File: config.mk
export PLATFORM = sky130hd
export DESIGN_NAME = npc_car_motion
export DESIGN_NICKNAME = d
export VERILOG_FILES = /design/src/rtl/npc_car_motion.sv
export SDC_FILE = /design/constraint.sdc
export NUM_CORES = 1
export LEC_CHECK = 0
export ABC_CLOCK_PERIOD_IN_PS = 5150
export CAP_MARGIN = 20
export CORE_AREA = 2 2 71 73
export DETAILED_ROUTE_END_ITERATION = 12
export DIE_AREA = 0 0 73 75
export GPL_TIMING_DRIVEN = 0
export PLACE_DENSITY = 0.9
export SYNTH_ARGS = -nofsm -noshare
export SYNTH_HDL_FRONTEND = slang
export SYNTH_SLANG_ARGS = --single-unit
File: constraint.sdc
create_clock -name Clk -period 5.15 [get_ports Clk]
set_clock_uncertainty 0.1 [all_clocks]
set_input_delay 0.7725 -clock Clk [delete_from_list [all_inputs] [get_ports Clk]]
set_output_delay 0.7725 -clock Clk [all_outputs]
set_load 0.01 [all_outputs]
File: src/rtl/npc_car_motion.sv
// npc_car_motion: position and visibility of one NPC car.
// The car spawns in a pseudo-random lane and scrolls vertically once per
// frame, relative to the player's speed. It is retired when it leaves the
// screen, and it flashes for a fixed number of frames after a crash.
module npc_car_motion #(
   parameter int          ROAD_LEFT    = 160,
   parameter int          LANE_W       = 64,
   parameter int          NUM_LANES    = 5,
   parameter int          SCREEN_H     = 480,
   parameter int          NPC_SPEED    = 2,
   parameter int          SPAWN_DELAY  = 30,
   parameter int          FLASH_FRAMES = 32,
   parameter logic [15:0] LFSR_SEED    = 16'hACE1
) (
   input  logic       Clk,
   input  logic       Reset,
   input  logic       VGA_VS,
   input  logic [7:0] keycode,
   input  logic       gamereset,
   input  logic [2:0] player_speed,
   input  logic       collide,
   output logic [9:0] CarX,
   output logic [9:0] CarY,
   output logic       npcclk,
   output logic       passed
);

   localparam int CNT_MAX = (SPAWN_DELAY > FLASH_FRAMES) ? SPAWN_DELAY : FLASH_FRAMES;
   localparam int CNT_W   = (CNT_MAX < 7) ? 3 : $clog2(CNT_MAX + 1);

   localparam logic [CNT_W-1:0] SPAWN_CNT = CNT_W'(SPAWN_DELAY);
   localparam logic [CNT_W-1:0] FLASH_CNT = CNT_W'(FLASH_FRAMES);
   localparam logic [CNT_W-1:0] CNT_ONE   = CNT_W'(1);
   localparam logic [3:0]       LANES     = 4'(NUM_LANES);
   localparam logic [9:0]       X_BASE    = 10'(ROAD_LEFT + (LANE_W - 40) / 2);
   localparam logic [9:0]       X_STEP    = 10'(LANE_W);

   typedef enum logic [1:0] {
      S_IDLE,
      S_WAIT,
      S_ACTIVE,
      S_CRASH
   } state_t;

   state_t            state_q, state_d;
   logic [CNT_W-1:0]  frame_cnt_q, frame_cnt_d;
   logic [15:0]       lfsr_q, lfsr_d;
   logic [9:0]        car_x_q, car_x_d;
   logic [9:0]        car_y_q, car_y_d;
   logic              vs_q, vs_d;
   logic              started_q, started_d;
   logic              passed_q, passed_d;

   logic              tick;
   logic [3:0]        lane;
   logic [9:0]        spawn_x;
   logic signed [10:0] dy;
   logic signed [10:0] ny;

   // A frame starts on the falling edge of the active-low vertical sync.
   assign tick = vs_q & ~VGA_VS;

   // Fold the 3-bit random value into the lane range, then place the car centred in its lane.
   always_comb begin
      lane = {1'b0, lfsr_q[2:0]};
      if (lane >= LANES) lane = lane - LANES;
      if (lane >= LANES) lane = 4'd0;
      spawn_x = X_BASE + 10'(lane) * X_STEP;
   end

   // Compute the vertical step relative to the player: negative values move the car up the screen.
   always_comb begin
      dy = $signed({8'd0, player_speed}) - $signed(11'(NPC_SPEED));
      ny = $signed({1'b0, car_y_q}) + dy;
   end

   // Next-state logic for the motion FSM.
   // The order of the checks gives gamereset priority over collide, and collide priority over tick.
   always_comb begin
      // NOTE: every signal assigned in this block gets a default first, so no path can infer a latch.
      state_d     = state_q;
      frame_cnt_d = frame_cnt_q;
      car_x_d     = car_x_q;
      car_y_d     = car_y_q;
      passed_d    = 1'b0;
      vs_d        = VGA_VS;
      started_d   = started_q | (keycode == 8'h15);
      lfsr_d      = {lfsr_q[14:0], lfsr_q[15] ^ lfsr_q[13] ^ lfsr_q[12] ^ lfsr_q[10]};

      if (gamereset) begin
         if (started_q) begin
            state_d     = S_WAIT;
            frame_cnt_d = SPAWN_CNT;
            car_y_d     = 10'd0;
         end else begin
            state_d     = S_IDLE;
         end
      end else begin
         unique case (state_q)
            S_IDLE: begin
               if (started_q) begin
                  state_d     = S_WAIT;
                  frame_cnt_d = SPAWN_CNT;
               end
            end
            S_WAIT: begin
               if (tick) begin
                  if (frame_cnt_q == CNT_ONE) begin
                     state_d     = S_ACTIVE;
                     frame_cnt_d = '0;
                     car_x_d     = spawn_x;
                     car_y_d     = 10'd0;
                  end else begin
                     frame_cnt_d = frame_cnt_q - CNT_ONE;
                  end
               end
            end
            S_ACTIVE: begin
               if (collide) begin
                  state_d     = S_CRASH;
                  frame_cnt_d = FLASH_CNT;
               end else if (tick) begin
                  if (ny >= $signed(11'(SCREEN_H))) begin
                     passed_d    = 1'b1;
                     state_d     = S_WAIT;
                     frame_cnt_d = SPAWN_CNT;
                  end else if (ny[10]) begin
                     state_d     = S_WAIT;
                     frame_cnt_d = SPAWN_CNT;
                  end else begin
                     car_y_d     = ny[9:0];
                  end
               end
            end
            S_CRASH: begin
               if (tick) begin
                  if (frame_cnt_q == CNT_ONE) begin
                     state_d     = S_WAIT;
                     frame_cnt_d = SPAWN_CNT;
                  end else begin
                     frame_cnt_d = frame_cnt_q - CNT_ONE;
                  end
               end
            end
            default: state_d = S_IDLE;
         endcase
      end
   end

   // Register all state; the reset is asynchronous and returns the car to a hidden idle state.
   always_ff @(posedge Clk or negedge Reset) begin
      if (!Reset) begin
         state_q     <= S_IDLE;
         frame_cnt_q <= '0;
         lfsr_q      <= LFSR_SEED;
         car_x_q     <= 10'd0;
         car_y_q     <= 10'd0;
         vs_q        <= 1'b1;
         started_q   <= 1'b0;
         passed_q    <= 1'b0;
      end else begin
         // NOTE: non-blocking assignments, so that every flop samples the values from before the edge.
         state_q     <= state_d;
         frame_cnt_q <= frame_cnt_d;
         lfsr_q      <= lfsr_d;
         car_x_q     <= car_x_d;
         car_y_q     <= car_y_d;
         vs_q        <= vs_d;
         started_q   <= started_d;
         passed_q    <= passed_d;
      end
   end

   // The car is visible while ACTIVE. During CRASH it blinks, switching every 4 frames.
   assign npcclk = (state_q == S_ACTIVE) | ((state_q == S_CRASH) & ~frame_cnt_q[2]);
   assign CarX   = car_x_q;
   assign CarY   = car_y_q;
   assign passed = passed_q;

endmodule

**Yosys cells after proc, flatten, opt, wreduce, memory -nomap -nowiden**

Index checks and enable logic that the tools add are counted.

- Register bits: 47
- Bits of input ports: 16
- Output and inout bits: 22
- Word-level logic and storage cells: 88

- Add/sub/neg operators: 5
- $lt $le $gt $ge: 3
- Equality and inequality tests: 17
- Mux-type cells: 39
- Bitwise logic cells: 10
- Reduce and logical (&&, ||, !) cells: 6

Operator list:

| cell | count |
|---|---|
| two-way mux 10 bit | 8 |
| two-way mux 6 bit | 10 |
| != test 3 bit (second input constant) | 9 |
| one-hot mux 6 bit (4 select lines) | 1 |
| two-way mux 2 bit | 10 |
| one-hot mux 10 bit (2 select lines) | 1 |
| adder 11 x 4 -> 11 bit | 1 |
| >= comparator 11 x 10 -> 1 bit (second input constant) | 1 |
| adder 8 x 10 -> 10 bit (first input constant) | 1 |
| == test 8 x 5 -> 1 bit (second input constant) | 1 |
| two-way mux 4 bit | 2 |
| one-hot mux 2 bit (4 select lines) | 1 |
| AND reduction 4 bit | 2 |
| AND reduction 8 bit | 1 |
| AND reduction 7 bit | 1 |
| == test 6 x 1 -> 1 bit (second input constant) | 1 |
| two-way mux 1 bit | 6 |
| subtractor 6 x 1 -> 6 bit (second input constant) | 1 |
| != test 5 bit (second input constant) | 1 |
| == test 2 bit (second input constant) | 2 |
| >= comparator 4 x 3 -> 1 bit (second input constant) | 1 |
| != test 4 bit (second input constant) | 1 |
| subtractor 3 x 2 -> 4 bit (second input constant) | 1 |
| subtractor 3 x 3 -> 4 bit (second input constant) | 1 |
| other kinds (9) | 15 |

**Depth between registers and ports, before layout**

- Word-level depth: 8
- Mapped depth: 12
- Depth with buffers taken out: 12

**Least setup slack after synthesis**

OpenSTA, ideal clock, no wires.

- Path type: input to register
- Start point: in player_speed[1]
- End point: reg frame_cnt_q[2]
- Setup time: 0.123 ns
- Data arrival time: 3.419 ns
- Data required time: 4.927 ns
- Path slack: 1.509 ns
- Stages on the path: 12
- Path buffers: 0
- Cell sequence: inv_1 ha_1 inv_1 ha_1 nor2b_1 o21ai_0 a211oi_1 nor4_1 or4b_1 o31ai_4 nor2_2 o221a_2

- Word-level cells in the longest chain between the ends: 8
- Elaborated cells on any way between the ends: 10
- Those cells by class: 2 x add/sub; 1 x order compare; 1 x eq/ne; 5 x mux; 1 x reduce/logical

Ends and longest elaborated chain:

| item | RTL line | RTL |
|---|---|---|
| start: declaration | 20 | `input logic [2:0] player_speed,` |
| subtractor 3 x 2 -> 4 bit * | 73 | `dy = $signed({8'd0, player_speed}) - $signed(11'(NPC_SPEED));` |
| adder 11 x 4 -> 11 bit * | 74 | `ny = $signed({1'b0, car_y_q}) + dy;` |
| >= comparator 11 x 10 -> 1 bit | 123 | `if (ny >= $signed(11'(SCREEN_H))) begin` |
| two-way mux 6 bit | 123 |  |
| two-way mux 6 bit | 122 | `end else if (tick) begin` |
| two-way mux 6 bit | 119 | `if (collide) begin` |
| one-hot mux 6 bit (4 select lines) | 99 | `unique case (state_q)` |
| two-way mux 6 bit | 90 | `if (gamereset) begin` |
| end signal: assignment | 164 | `frame_cnt_q <= frame_cnt_d;` |
| end: declaration | 46 | `logic [CNT_W-1:0] frame_cnt_q, frame_cnt_d;` |

Mark *: on every way between the ends. The rest lies on a longest branch, timed or not. The select of a mux whose other input is x is not followed.
A chain may end at the register's enable or synchronous reset.

**Final worst setup path**

- Start point: in player_speed[1]
- End point: reg frame_cnt_q[3]

The elaborated chain is that of the path after synthesis.

==> metrics.md <==
| Metric | Value |
|---|---|
| Worst VDD drop | `0.1297 mV` |
| Cell area after synthesis | `2719 um2` |
| Min cycle time layout | `between 4 and 5 ns` |
| Post-synthesis mux area share | `under 10%` |
| Worst r2r src | `CarY[0]$_DFFE_PN0P_` |
| Setup Fix Bufs, Post-CTS | `0` |
| Finished Layout Cells | `387` |
| Slew Limit Fails | `0` |
| Slowest stage delay, CP | `0.56 ns` |
| Fillers | `372` |
| Synth-to-layout area growth | `18.41%` |
| Core footprint | `4661 um2` |
| Distinct cells, synth | `62` |
| Layout cell share with drive strength beyond 1 | `between 10% and 20%` |
| Mean cell area of the mapped netlist | `9.408 um2` |
| Final setup margin | `0.8143 ns` |
| Synth area leader | `dfrtp_1` |
| Global route overflow | `0` |
| DP Worst Slack | `0.4972 ns` |
| Drt total wl | `5755 um` |
| Fmax | `approximately 230 MHz` |
| Initial Util | `58.34%` |
| Worst slew pin tran | `0.8894 ns` |
| Vias per cell | `5.972` |
| Post-Synth XOR/XNOR Area | `3.866%` |
| Worst Path Buf+Inv | `3` |
| Die area | `5475 um2` |
| Clk_lat worst skew | `0.30 ns` |
| DR vias | `2311` |
| Initial drt markers | `130` |
| Vias in the first global route | `2133` |
| Post-Synthesis Cells | `289` |
| Status | `complete, no violations` |
| Final critical-path share of the clock period | `84.19%` |
| Final ANT Viol Nets | `0` |
| Startpoint Class | `input port` |
| DPL Wire Length | `about 4300 um` |
| CTS tree | `yes` |
| Largest cells by area after synthesis | `dfrtp_1 (30%), dfstp_2 (8.7%), ha_1 (8.3%)` |
| Hold WS | `around 0.25 ns` |
| Worst setup startpoint | `player_speed[1]` |
| Sequential element share of the synthesized area | `39.07%` |
| Max-Cap Viols | `0` |
| Met3 Wirelength | `approximately 270 um` |
| Io pins | `38` |
| Clock sink count | `42` |
| LEAKAGE | `1.411 nW` |
| Placed Cells | `379` |
| Synth Area in Simple Gates | `19.28%` |
| Pin count of the biggest net entering global routing | `43` |
| H-tree depth | `2` |
| # diodes | `0` |
| Post-synthesis adder-cell area fraction | `around 9%` |
| Wire length of the first global-routing pass | `approximately 9700 um` |
| Row count | `25` |
| Highest routed layer | `met4` |
| Main flop type after synthesis | `dfrtp_1` |
| CP delay by family, top | `compound AO/OA/AOI/OAI gates` |
| Hold_buf cts | `0` |
| Critical-path cell list | `clkdlybuf4s50_1, inv_1, ha_1, inv_1, ha_1, nor2b_1, o21ai_0, a211oi_1, nor4_1, or4b_1, o31ai_4, nor2_2, o221a_2` |
| Die Wd | `73 um` |
| Worst-path clk slew | `0.08 ns` |
| Slowest-stage cell, CP | `or4b_1` |
| Slew margin rel. | `40.71%` |
| CP endpoint kind | `register` |
| Maximum clock path buffer count | `2` |
| Port bufs | `34` |
| Post-layout util | `69.07%` |
| Number of enable flip-flop cells after synthesis | `0` |
| CP arrival | `4.42 ns` |
| Sum Neg Setup Slack | `0 ns` |
| Multi-input gate area | `1499 um2` |
| Total CTS buffers | `5` |
| Clock root buffer | `clkbuf_8` |
| Worst path required time | `roughly 5.2 ns` |
| Final hold viol count | `0` |
| Register Area | `1062 um2` |
| Routed metal-1 wire length | `2548 um` |
| # setup viols final | `0` |
| Met2 routed WL | `2801 um` |
| Nets | `367` |
| Initial antenna violation count | `0` |
| Initial DRT Pass Iterations | `4` |
| Yosys reg bits | `42` |
| RSZ-0062 raised after global routing | `no` |
| Hold wc startpoint | `lfsr_q[9]$_DFF_PN0_` |
| Die extent in y | `75 um` |
| Min-Delay Path Class | `register to register` |
| GR Util All Layers | `22.86%` |
| Cell Pwr Density | `approximately 270 nW/um2` |
| Most frequent cells in the layout | `dfrtp_1 (33), clkdlybuf4s50_1 (33), nand2_1 (23)` |
| WL/cell | `14.87 um` |
| Async set-reset flop share out of synthesis | `100.0%` |
| DRC errors left | `0` |
| Post-CTS Resized | `0` |
| GPL Wtd Cong | `0.8609` |
| Crit Path Max Fanout | `7` |
| Synth Area in Compound Gates | `between 20% and 30%` |
| Crit path kind | `input port to register` |
| Top cell type's share of synthesized area | `30.37%` |
| YS warnings | `0` |
| Largest family of logic cells by synthesized area | `compound AO/OA/AOI/OAI gates` |
## through the flow
step	total power, mW	area (um2)
floorplan	0.5852	2726
global placement	0.6457	3134
detailed placement	0.6567	3129
CTS	0.8702	3219
global route	0.9200	3219
finish	0.8671	3219
## layout make-up
class	count	area share (%)
Multi-Input combinational cell	214	46.56
Buffer	13	2.565
Sequential cell	42	33.00
Clock buffer	5	2.138
Inverter	22	2.565
Timing Repair Buffer	34	10.42
Clock inverter	3	0.6607
Tap cell	54	2.099
## synth_stat cells (2+ instances only)
cell type	count
a211oi_1	4
a21o_1	4
a21oi_1	13
a22o_1	5
a22oi_1	2
a31oi_1	2
and3_1	3
buf_2	3
buf_4	6
clkbuf_1	2
dfrtp_1	33
dfstp_2	9
ha_1	18
inv_1	22
mux2_2	2
nand2_1	23
nand2b_1	7
nand3_1	12
nand3b_1	7
nor2_1	20
nor2b_1	3
nor3_1	4
nor3b_1	2
nor4b_1	2
o211ai_1	10
o21ai_0	16
o221a_2	3
o22ai_1	3
o31a_1	2
o31ai_1	3
or3b_1	2
or4_1	2
xnor2_1	9
xor2_1	3
## report_power, final
part	internal, mW	switching [mW]	total (mW)	leakage [nW]
sequential	0.359	0.0347	0.394	0.540
combinational	0.116	0.145	0.261	0.827
clock	0.0952	0.117	0.213	0.0441
## path summary, 6_finish.rpt
kind / endpoint / slack (ns) / cells past startpoint
worst max-delay path: frame_cnt_q[3]$_DFFE_PN0P_ / 0.81 / 13
min in group asynchronous: frame_cnt_q[0]$_DFFE_PN0P_ / 0.49 / 1
worst max register to register: frame_cnt_q[3]$_DFFE_PN0P_ / 1.55 / 11
worst min register to register: lfsr_q[10]$_DFF_PN1_ / 0.25 / 0
worst min-delay path: lfsr_q[10]$_DFF_PN1_ / 0.25 / 0
max in group asynchronous: CarY[7]$_DFFE_PN0P_ / 3.90 / 1
## logic make-up after synthesis
| group | Yosys count |
|---|---|
| AND/OR/NAND/NOR | 97 |
| buffers and inverters | 35 |
| XOR/XNOR | 12 |
| flip-flops | 42 |
| other | 1 |
| AO/OA/AOI/OAI | 80 |
| multiplexers | 3 |
| adder cells (fa/ha/maj) | 19 |
## per-layer routing
| layer | track usage (%) | vias up |
|---|---|---|
| met3 | 3.882 | 12 |
| li1 | - | 1124 |
| met4 | 10.91 | 0 |
| met5 | 0 | - |
| met2 | 39.04 | 80 |
| met1 | 28.25 | 1095 |
## sequential cells by signal, indices dropped and copies added, names as in the netlist
register,cells
lfsr_q,16
CarY,10
frame_cnt_q,6
state_q,2
CarX,5
started_q,1
vs_q,1
passed,1
Power figures use the tool's default switching activity.
